### src/rtl/mem_wb_hilo.sv
// MEM/WB pipeline register with architectural HI/LO and LLbit state.
// Also keeps a wrapping count of instructions retired through WB.
module mem_wb_hilo #(
    parameter int unsigned DATA_W = 32,
    parameter int unsigned ADDR_W = 5
) (
    input  logic              clk,
    input  logic              rst,
    input  logic [5:0]        stall,
    input  logic              flush,
    input  logic              mem_valid,
    input  logic [ADDR_W-1:0] mem_wd,
    input  logic              mem_wreg,
    input  logic [DATA_W-1:0] mem_wdata,
    input  logic              mem_whilo,
    input  logic [DATA_W-1:0] mem_hi,
    input  logic [DATA_W-1:0] mem_lo,
    input  logic              mem_llbit_we,
    input  logic              mem_llbit_value,
    output logic [ADDR_W-1:0] wb_wd,
    output logic              wb_wreg,
    output logic [DATA_W-1:0] wb_wdata,
    output logic              wb_whilo,
    output logic [DATA_W-1:0] wb_hi,
    output logic [DATA_W-1:0] wb_lo,
    output logic [DATA_W-1:0] hi_o,
    output logic [DATA_W-1:0] lo_o,
    output logic              llbit_o,
    output logic [31:0]       retire_cnt
);

    localparam int unsigned CNT_W = 32;

    logic              wb_valid;
    logic              wb_llbit_we;
    logic              wb_llbit_value;
    logic [DATA_W-1:0] hi_q;
    logic [DATA_W-1:0] lo_q;
    logic              llbit_q;

    logic bubble_c;
    logic load_c;
    logic wb_go_c;

    // Only the MEM and WB stall bits concern this stage.
    logic unused_stall;
    assign unused_stall = &{1'b0, stall[3:0]};

    always_comb begin
        bubble_c = flush | (stall[4] & ~stall[5]);
        load_c   = ~stall[4];
        wb_go_c  = ~stall[5];
    end

    // WB slot: flush wins, a MEM-stalled but WB-advancing slot becomes a bubble.
    always_ff @(posedge clk or negedge rst) begin
        if (!rst) begin
            wb_valid       <= 1'b0;
            wb_wd          <= '0;
            wb_wreg        <= 1'b0;
            wb_wdata       <= '0;
            wb_whilo       <= 1'b0;
            wb_hi          <= '0;
            wb_lo          <= '0;
            wb_llbit_we    <= 1'b0;
            wb_llbit_value <= 1'b0;
        end else if (bubble_c) begin
            wb_valid       <= 1'b0;
            wb_wd          <= '0;
            wb_wreg        <= 1'b0;
            wb_wdata       <= '0;
            wb_whilo       <= 1'b0;
            wb_hi          <= '0;
            wb_lo          <= '0;
            wb_llbit_we    <= 1'b0;
            wb_llbit_value <= 1'b0;
        end else if (load_c) begin
            wb_valid       <= mem_valid;
            wb_wd          <= mem_wd;
            wb_wreg        <= mem_wreg;
            wb_wdata       <= mem_wdata;
            wb_whilo       <= mem_whilo;
            wb_hi          <= mem_hi;
            wb_lo          <= mem_lo;
            wb_llbit_we    <= mem_llbit_we;
            wb_llbit_value <= mem_llbit_value;
        end
    end

    always_ff @(posedge clk or negedge rst) begin
        if (!rst) begin
            hi_q <= '0;
            lo_q <= '0;
        end else if (wb_whilo && wb_go_c) begin
            hi_q <= wb_hi;
            lo_q <= wb_lo;
        end
    end

    always_ff @(posedge clk or negedge rst) begin
        if (!rst) begin
            llbit_q <= 1'b0;
        end else if (flush) begin
            llbit_q <= 1'b0;
        end else if (wb_llbit_we && wb_go_c) begin
            llbit_q <= wb_llbit_value;
        end
    end

    always_ff @(posedge clk or negedge rst) begin
        if (!rst) begin
            retire_cnt <= '0;
        end else if (wb_valid && wb_go_c && !flush) begin
            retire_cnt <= retire_cnt + CNT_W'(1);
        end
    end

    // Forward the in-flight WB values so readers see them in the same cycle.
    assign hi_o    = wb_whilo ? wb_hi : hi_q;
    assign lo_o    = wb_whilo ? wb_lo : lo_q;
    assign llbit_o = (wb_llbit_we && !flush) ? wb_llbit_value : llbit_q;

endmodule
### config.mk
export PLATFORM = sky130hd
export DESIGN_NAME = mem_wb_hilo
export DESIGN_NICKNAME = d
export VERILOG_FILES = /design/src/rtl/mem_wb_hilo.sv
export SDC_FILE = /design/constraint.sdc
export NUM_CORES = 1
export LEC_CHECK = 0
export ABC_AREA = 1
export CAP_MARGIN = 20
export CORE_ASPECT_RATIO = 1.2
export CORE_MARGIN = 2
export CORE_UTILIZATION = 35
export CTS_BUF_LIST = sky130_fd_sc_hd__clkbuf_4
export CTS_CLUSTER_DIAMETER = 80
export DETAILED_ROUTE_END_ITERATION = 6
export SYNTH_ARGS = -nofsm -noshare
export SYNTH_HDL_FRONTEND = slang
export SYNTH_SLANG_ARGS = --single-unit
### constraint.sdc
create_clock -name clk -period 1.79 [get_ports clk]
set_clock_uncertainty 0.05 [all_clocks]
set_input_delay 0.537 -clock clk [delete_from_list [all_inputs] [get_ports clk]]
set_output_delay 0.537 -clock clk [all_outputs]
set_load 0.02 [all_outputs]
Yosys cells after proc, flatten, opt, wreduce, memory -nomap -nowiden. Cells that the tools add are included.

Flip-flop bits (word level): 203. Input port bits: 115. Output and inout port bits: 200. Logic and storage cells: 48.

Add/subtract/negate cells: 1. Eq/ne operators: 1. Multiplexer cells: 23. Bitwise logic cells: 3. Reductions and logical operators: 7.

Operators with widths (count): $mux W32 (8); $add A32 B1 Y32 const B (1); $mux W1 (13); $mux W5 (2); $logic_and A1 B1 Y1 (5); $ne A2 B1 Y1 const B (1); $reduce_bool A2 Y1 (1); $and A1 B1 Y1 (1); $logic_not A1 Y1 (1); $not A1 Y1 (1); $or A1 B1 Y1 (1).

Logic depth before layout (Yosys ltp). Gate-level depths: netlist of run 1.

Depth in word-level cells: 4. Depth in mapped cells: 9. Gate-level depth less buffers: 9.

Worst setup path before layout of run 1. OpenSTA, ideal clock, no wires.

Path kind: reg2out. Start point: register wb_whilo. End point: output lo_o[30]. Arrival: 1.501 ns. Data required time: 1.203 ns. Path slack: -0.298 ns. Stages on the path, launching flop included: 6. Path buffers: 3. Cell sequence: dfrtp_1 -> inv_1 -> buf_2 -> buf_2 -> buf_2 -> o21ai_0.

Cells in the longest elaborated chain, start to end: 1.

RTL lines: start: declaration (RTL line 23) `output logic wb_whilo,`; start signal: assignment (RTL line 82) `wb_whilo <= mem_whilo;`; $mux W32 (RTL line 120) `assign lo_o = wb_whilo ? wb_lo : lo_q;`; end: declaration (RTL line 27) `output logic [DATA_W-1:0] lo_o,`.

Every way passes these cells.

Worst setup path after layout of run 1.
Start point: register wb_whilo. End point: output hi_o[14].

Cells in the longest elaborated chain, start to end: 1.

RTL lines: $mux W32 (RTL line 119) `assign hi_o = wb_whilo ? wb_hi : hi_q;`; end: declaration (RTL line 26) `output logic [DATA_W-1:0] hi_o,`.

Every way passes these cells.

==> impl_metrics.tcl, run 1 <==
set metrics [dict create \
    status "finished, violations left" \
    violations "negative setup slack" \
    whs_ns 0.297 \
    synth_area_sq_um 9070 \
    cp_max_fo 12 \
    cts_tree "done" \
    grt_overflow 0 \
    clk_latency_ns 0.66 \
    setup_violations 85 \
    grt_use_total_pct 20.4 \
    hp-class "input pin to async pin" \
    leakage_nw 7.24 \
    critPathLaunchType "register" \
    cts_max_level 2 \
    pwr_density_cell_nw_per_um2 804 \
    end_kind "primary output" \
    cts_buffers 55 \
    hold_viol 0 \
    antenna_found_initial 4 \
    nNetsFinal 1625 \
    crit_type "register to primary output" \
    dr.pass1.iters 5 \
    clk_pin_slew_ns 0.07 \
    gp_congestion 0.785 \
    yosysWarnings 0 \
    grt_max_degree 50 \
    synth_area_per_cell_sq_um 8.59 \
    critical_path_required_ns 1.20 \
    drcViolationCount 0 \
    dieHeight_microns 180 \
    synth_area_leaders "dfrtp_1 (56%), inv_1 (10%), nand2_1 (8.5%)" \
    syn_inst 1057 \
    cap_violations 0 \
    final_area_sq_um 14500 \
    dieArea_sq_um 27200 \
    dieWidth_microns 151 \
    synthFlopType "dfrtp_1" \
    initial_core_util_pct 35.6 \
    crit_arrival_ns 1.77 \
    ant_nets 0 \
    max_freq_mhz 424 \
    r2r_slack_ns 0.14 \
    portBuffers 310 \
    first_iter_violations 336 \
    synth_cell_types 28 \
    wl_per_cell_microns 14.9 \
    clockRootBuffer "clkbuf_4" \
    synthArstFlopShare_pct 100 \
    first_global_vias 8587 \
    routed_wl_microns 27900 \
    dp_slack_ns -0.686 \
    relSlewSlack_pct 79.2 \
    power_mw 11.7 \
    syn_to_final_growth_pct 59.6 \
    yosysTopAreaCellShare_pct 56.0 \
    synth_enable_flop_cells 0 \
    grt_pass1_wl_microns 44300 \
    grt_setup_unrepaired "yes" \
    placed_area_sq_um 13300 \
    via_per_inst 4.58 \
    setup_tns_ns -33.60 \
    ios 315 \
    cts.sinks 203 \
    clock_path_buffers 3 \
    synth_area_leader_cell "dfrtp_1" \
    via_count 8578 \
    worstMarginPinSlew_ns 0.312 \
    dpl.hpwl_microns 19500 \
    rows 64 \
    drive_gt1_share_pct 31.6 \
    core_sq_um 25500 \
    min_period_ns 2.36 \
    slew_viol_final 0 \
    post-route-period-util_pct 132 \
    synthesis.nets 1173 \
    ir_drop_mv 0.434 \
    layout_setup_ws_ns -0.567 \
    synth-seq-area-share_pct 56.0 \
    yosys_register_bits 203 \
]
worst max-delay path, stage by stage, from the launching register on:
cell,delay (ns)
dfrtp_2,0.47
inv_8,0.09
buf_12,0.16
buf_6,0.12
o21ai_2,0.14
buf_6,0.14
logic make-up (layout without fill, tap and decap cells):
family / count (synthesis) / count (layout) / synth area share, %
flip-flops: 203 / 203 / 56.0
buffers and inverters: 302 / 784 / 13.3
AO/OA/AOI/OAI: 239 / 239 / 14.7
XOR/XNOR: 15 / 15 / 1.45
adder cells (fa/ha/maj): 1 / 1 / 0.138
AND/OR/NAND/NOR: 297 / 297 / 14.4
other: 0 / 3 / 0
sequential cells by signal, summed over array words and instances (netlist names):
register	count
wb_valid	1
retire_cnt	32
wb_wd	5
hi_q	32
wb_wreg	1
llbit_q	1
wb_llbit_value	1
wb_llbit_we	1
wb_hi	32
wb_lo	32
lo_q	32
wb_wdata	32
wb_whilo	1
report_power, final:
group / switching (mW) / internal [mW] / total (mW)
sequential: 0.208 / 4.91 / 5.12
combinational: 1.34 / 1.23 / 2.57
clock: 1.84 / 2.13 / 3.97
metal layers:
metal	vias up	part of all wire [%]	global-route usage, %	routed length (microns)
met5	-	0.032	0	9
met4	2	3.2	7.85	896
met3	63	6.9	5.77	1920
met2	250	51	34.9	14100
met1	3990	39	24.0	11000
li1	4273	-	-	-
worst paths after layout:
| path | end | cells past startpoint | startpoint |
|---|---|---|---|
| hold reg to reg | lo_q[19] | 2 | lo_q[19] |
| setup / recovery | hi_o[14] | 5 | wb_whilo |
| setup reg to reg | retire_cnt[27] | 10 | retire_cnt[3] |
| max in group asynchronous | lo_q[8] | 3 | rst |
| hold / removal | wb_lo[21] | 2 | rst |
| min in group clk | wb_wdata[5] | 3 | mem_wdata[5] |
final cells by class:
type	count	area, sq um
diodes	3	7.51
well taps	330	413
clock buffers	79	593
repair buffers	445	4390
inverters	251	950
fillers	2379	11000
clock inverters	8	56.3
repair inverters	1	8.76
multi-input cells	552	2990
flip-flops and latches	203	5080
layout by cell type (no fill, tap or decap), drive strengths merged, types with 25 or more instances in the layout:
cell           synthesis  final
buf                   29    334
clkdlybuf4s50          0    109
o21ai                131    131
nor2                  44     44
nand3                 25     25
nand2                209    209
o22ai                107    107
dfrtp                203    203
clkbuf                22     80
inv                  251    253
stage by stage:
step,util [%],std cells
6_report,56.9,1872
5_1_grt,56.9,1872
4_1_cts,55.8,1850
3_5_place_dp,52.1,1736
3_3_place_gp,52.1,1736
2_1_floorplan,-,1057
cell usage after synthesis, types with 4 or more instances:
cell / instances
o22ai_1: 107
xor2_1: 10
nor2_4: 6
nand4_1: 13
nand3_1: 21
buf_2: 18
nor2_1: 29
dfrtp_1: 203
nor2_2: 9
buf_6: 4
nand2_1: 206
inv_1: 249
buf_4: 6
clkbuf_1: 22
xnor2_1: 5
o21ai_0: 131
repair_timing:
item                                    4_1_cts  5_1_grt
hold buffers                                  1        0
setup buffers                                24       21
endpoints found under the hold margin        46        0
resized for setup                          1121       44
pin swaps                                     6        2
endpoints found under the setup margin      200      203
cloned                                        2        0
No activity file was read; power rests on OpenSTA's default activity.
==> run 2, diff against run 1 <==
- CORE_UTILIZATION: 35 -> 47
- PLACE_DENSITY: not set -> 0.83
==> impl_metrics.tcl, run 2 (synthesis gave the netlist of run 1 again) <==
set metrics [dict create \
    status "finished, violations left" \
    violations "negative setup slack" \
    routed_wl_microns 29900 \
    drcViolationCount 0 \
    cts.sinks 203 \
    max_freq_mhz 415 \
    clk_latency_ns 0.65 \
    layout_commonest_cell "inv_1" \
    r2r_start "wb_llbit_we" \
    rows 55 \
    syn_to_final_growth_pct 59.4 \
    crit_type "register to primary output" \
    cts_tree "done" \
    cp_top_family "buffers and inverters" \
    cp_max_fo 13 \
    gp_congestion 0.877 \
    first_global_vias 9320 \
    via_count 9159 \
    end_kind "primary output" \
    dp_slack_ns -0.675 \
    r2r_slack_ns 0.05 \
    min_period_ns 2.41 \
    ios 315 \
    crit_chain "clkinv_8, buf_16, o21ai_4, buf_6" \
    critPathLaunchType "register" \
    first_iter_violations 476 \
    drive_gt1_share_pct 32.6 \
    setup_violations 76 \
    grt_max_degree 47 \
    worstMarginPinSlew_ns 0.386 \
    via_per_inst 5.13 \
    pwr_density_cell_nw_per_um2 799 \
    antenna_found_initial 2 \
    grt_setup_unrepaired "yes" \
    crit_path_start "wb_whilo" \
    ant_nets 0 \
    ir_drop_mv 0.801 \
    dpl.hpwl_microns 18900 \
    cp_slowest_stage_delay_ns 0.47 \
    slew_viol_final 0 \
    cts_max_level 2 \
    grt_use_total_pct 28.7 \
    hold_viol 0 \
    dieArea_sq_um 20400 \
    crit_buf_inv 3 \
    crit_arrival_ns 1.82 \
    initial_core_util_pct 48.0 \
    clock_path_buffers 3 \
    grt_pass1_wl_microns 46000 \
    wl_per_cell_microns 16.7 \
    clockRootBuffer "clkbuf_4" \
    post-route-period-util_pct 135 \
    dieWidth_microns 131 \
    clk_pin_slew_ns 0.07 \
    dieHeight_microns 156 \
    layout_setup_ws_ns -0.621 \
    relSlewSlack_pct 74.3 \
    dr.pass1.iters 7 \
    leakage_nw 7.25 \
    layout_common_cells "inv_1 (247), dfrtp_1 (202), nand2_1 (190)" \
    hp-class "input pin to async pin" \
    crit_slowest_cell "dfrtp_2" \
    cts_buffers 51 \
    core_sq_um 18900 \
    portBuffers 310 \
    grt_overflow 0 \
    nNetsFinal 1618 \
    cap_violations 0 \
    critical_path_required_ns 1.20 \
    power_mw 11.5 \
]
## run 2: worst register-to-register path, stage by stage, from the launching register on
cell	delay, ns
dfrtp_1	0.36
inv_2	0.06
nor2_4	0.11
nand2_2	0.09
buf_6	0.12
buf_6	0.10
buf_4	0.12
buf_4	0.12
buf_4	0.12
buf_4	0.12
buf_4	0.13
o22ai_2	0.16
## run 2: power by group
part           switching (mW)  internal (mW)
logic                    1.41           1.23
registers               0.213           4.91
clock network            1.84           1.95
total                    3.47           8.08
## run 2: worst paths after layout
kind / to / cells past startpoint
setup reg to reg: llbit_q / 11
setup / recovery: lo_o[0] / 4
min in group clk: wb_wdata[27] / 3
hold reg to reg: hi_q[1] / 2
hold / removal: retire_cnt[25] / 2
max in group asynchronous: wb_hi[30] / 3
## run 2: cell type report
class / count / area [sq um]
flip-flops and latches: 203 / 5080
fillers: 1255 / 4460
repair buffers: 442 / 4400
multi-input cells: 552 / 3100
inverters: 251 / 955
clock buffers: 71 / 533
well taps: 256 / 320
clock inverters: 9 / 61.3
repair inverters: 1 / 7.51
diodes: 2 / 5.00
## run 2: layer usage
layer | GRT usage [%] | share of wire (%) | up-vias
met2 | 50.0 | 51 | 437
met5 | 0 | 0 | -
met1 | 30.6 | 35 | 4338
met4 | 17.8 | 7.0 | 0
met3 | 7.52 | 6.8 | 145
li1 | - | - | 4239
## run 2: per-stage QoR
stage	util (%)	cells	setup TNS (ns)	hold WS [ns]	area, sq um
after floorplan	-	1057	-4.05	0.191	9130
after global placement	68.7	1643	-52.47	0.416	13000
after detailed placement	68.7	1643	-58.48	0.424	13000
after CTS	73.5	1769	-39.08	0.315	13900
after global routing	76.4	1787	-46.38	0.332	14500
final	76.4	1787	-36.81	0.352	14500
## run 2: timing repair
| item | CTS | global route |
|---|---|---|
| cloned | 3 | 1 |
| hold buffers | 1 | 0 |
| resized for setup | 1108 | 105 |
| pin swaps | 2 | 7 |
| endpoints found under the hold margin | 33 | 0 |
| setup buffers | 42 | 20 |
| setup endpoints to repair | 200 | 205 |
==> run 3, diff against run 2 <==
- CELL_PAD_IN_SITES_DETAIL_PLACEMENT: not set -> 0
- CELL_PAD_IN_SITES_GLOBAL_PLACEMENT: not set -> 1
- CORE_UTILIZATION: 47 -> 31
- PLACE_DENSITY: 0.83 -> not set
- PLACE_DENSITY_LB_ADDON: not set -> 0.1
- clock period: 1.79 -> 2.2 ns (I/O delays scaled with it)
==> impl_metrics.tcl, run 3 (synthesis gave the netlist of run 1 again) <==
set metrics [dict create \
    setup_violations 64 \
    drive_gt1_share_pct 21.2 \
    slew_viol_final 0 \
    clk_pin_slew_ns 0.06 \
    portBuffers 310 \
    routed_wl_microns 30000 \
    max_freq_mhz 396 \
    core_sq_um 28800 \
    status "finished, violations left" \
    whs_ns 0.397 \
    placed_area_sq_um 12800 \
    first_global_vias 8244 \
    crit_chain "inv_8, buf_12, buf_12, nand2_4, o21ai_4, buf_6" \
    syn_to_final_growth_pct 52.7 \
    crit_slowest_cell "dfrtp_2" \
    switching_share_pct 29.5 \
    final_util_pct 48.2 \
    hold_viol 0 \
    power_switching_mw 2.81 \
    dieArea_sq_um 30700 \
    layout_commonest_cell "inv_1" \
    fillCellCount 2998 \
    ios 315 \
    min_period_ns 2.52 \
    grt_setup_unrepaired "yes" \
    clockRootBuffer "clkbuf_4" \
    grt_max_degree 65 \
    ir_drop_mv 0.360 \
    end_kind "primary output" \
    multi_input_area_sq_um 2980 \
    cts_buffers 56 \
    post-route-period-util_pct 115 \
    drcViolationCount 0 \
    clock_path_buffers 3 \
    via_per_inst 4.44 \
    grt_pass1_wl_microns 44400 \
    first_iter_violations 253 \
    antenna_found_initial 2 \
    critical_path_required_ns 1.49 \
    wl_per_cell_microns 16.2 \
    initial_core_util_pct 31.6 \
    dieHeight_microns 191 \
    setup_tns_ns -17.81 \
    p_comb_share_pct 19.5 \
    pwr_density_cell_nw_per_um2 688 \
    p_seq_share_pct 43.6 \
    grt_overflow 0 \
    cts.sinks 203 \
    gp_congestion 0.764 \
    clk_latency_ns 0.68 \
    crit_type "register to primary output" \
    crit_top_cell "buf_12" \
    rows 68 \
    violations "negative setup slack" \
    crit_buf_inv 4 \
    cts_tree "done" \
    dpl.hpwl_microns 19600 \
    layout_setup_ws_ns -0.322 \
    leakage_nw 6.93 \
    grt_use_total_pct 18.2 \
    via_count 8250 \
    hp-class "input pin to async pin" \
    crit_arrival_ns 1.81 \
    dp_slack_ns -0.509 \
    cts_max_level 2 \
    critPathLaunchType "register" \
    layout_common_cells "inv_1 (247), nand2_1 (192), dfrtp_1 (192)" \
    cp_top_family "buffers and inverters" \
    relSlewSlack_pct 75.3 \
    cp_slowest_stage_delay_ns 0.48 \
    cap_violations 0 \
    nNetsFinal 1544 \
    dieWidth_microns 160 \
    worstMarginPinSlew_ns 0.370 \
    dr.pass1.iters 5 \
    power.internal_mw 6.72 \
    clkPwrFrac_pct 36.8 \
    ant_nets 0 \
    final_area_sq_um 13900 \
    regArea_sq_um 5090 \
    cp_max_fo 8 \
]
==> run 3: layout make-up <==
class                           count  area share (%)
Antenna cell                        2          0.0361
Clock buffer                       88            4.77
Clock inverter                     12           0.515
Inverter                          251            6.85
Multi-Input combinational cell    552            21.5
Sequential cell                   203            36.8
Tap cell                          385            3.48
Timing Repair Buffer              363            26.0
Timing Repair inverter              1          0.0632
==> run 3: stage by stage <==
stage	power, mW	cells
after global routing	10.1	1857
after CTS	9.56	1841
final	9.53	1857
after floorplan	5.03	1057
after detailed placement	6.07	1739
after global placement	6.06	1739
==> run 3: routing by layer <==
metal	routed length [microns]	part of all wire, %	track usage (%)
met3	2300	7.7	6.47
met4	586	2.0	6.13
met1	12700	42	21.8
met5	0	0	0
met2	14400	48	30.5
==> run 3: final timing paths <==
path	from	to	slack, ns	cells past startpoint
max in group asynchronous	rst	lo_q[13]	1.04	3
min in group clk	flush	llbit_q	0.41	5
setup reg to reg	retire_cnt[1]	retire_cnt[30]	0.54	9
hold / removal	rst	wb_hi[10]	0.40	2
setup / recovery	wb_whilo	hi_o[11]	-0.32	6
hold reg to reg	hi_q[18]	hi_q[18]	0.43	2
==> run 3: power by group through the flow <==
stage	logic (mW)	registers (mW)	clock network, mW
after global routing	2.03	4.19	3.84
after floorplan	0.686	4.35	0
final	1.86	4.16	3.51
after global placement	1.84	4.21	0
after CTS	1.73	4.15	3.68
after detailed placement	1.85	4.22	0
==> run 3: repair_timing <==
item                       CTS  global route
hold buffers                 1             0
pin swaps                    0             3
setup endpoints to repair  200            76
gates resized for setup    550           176
hold endpoints to repair    26             0
gates cloned                 0            11
buffers inserted             1             3
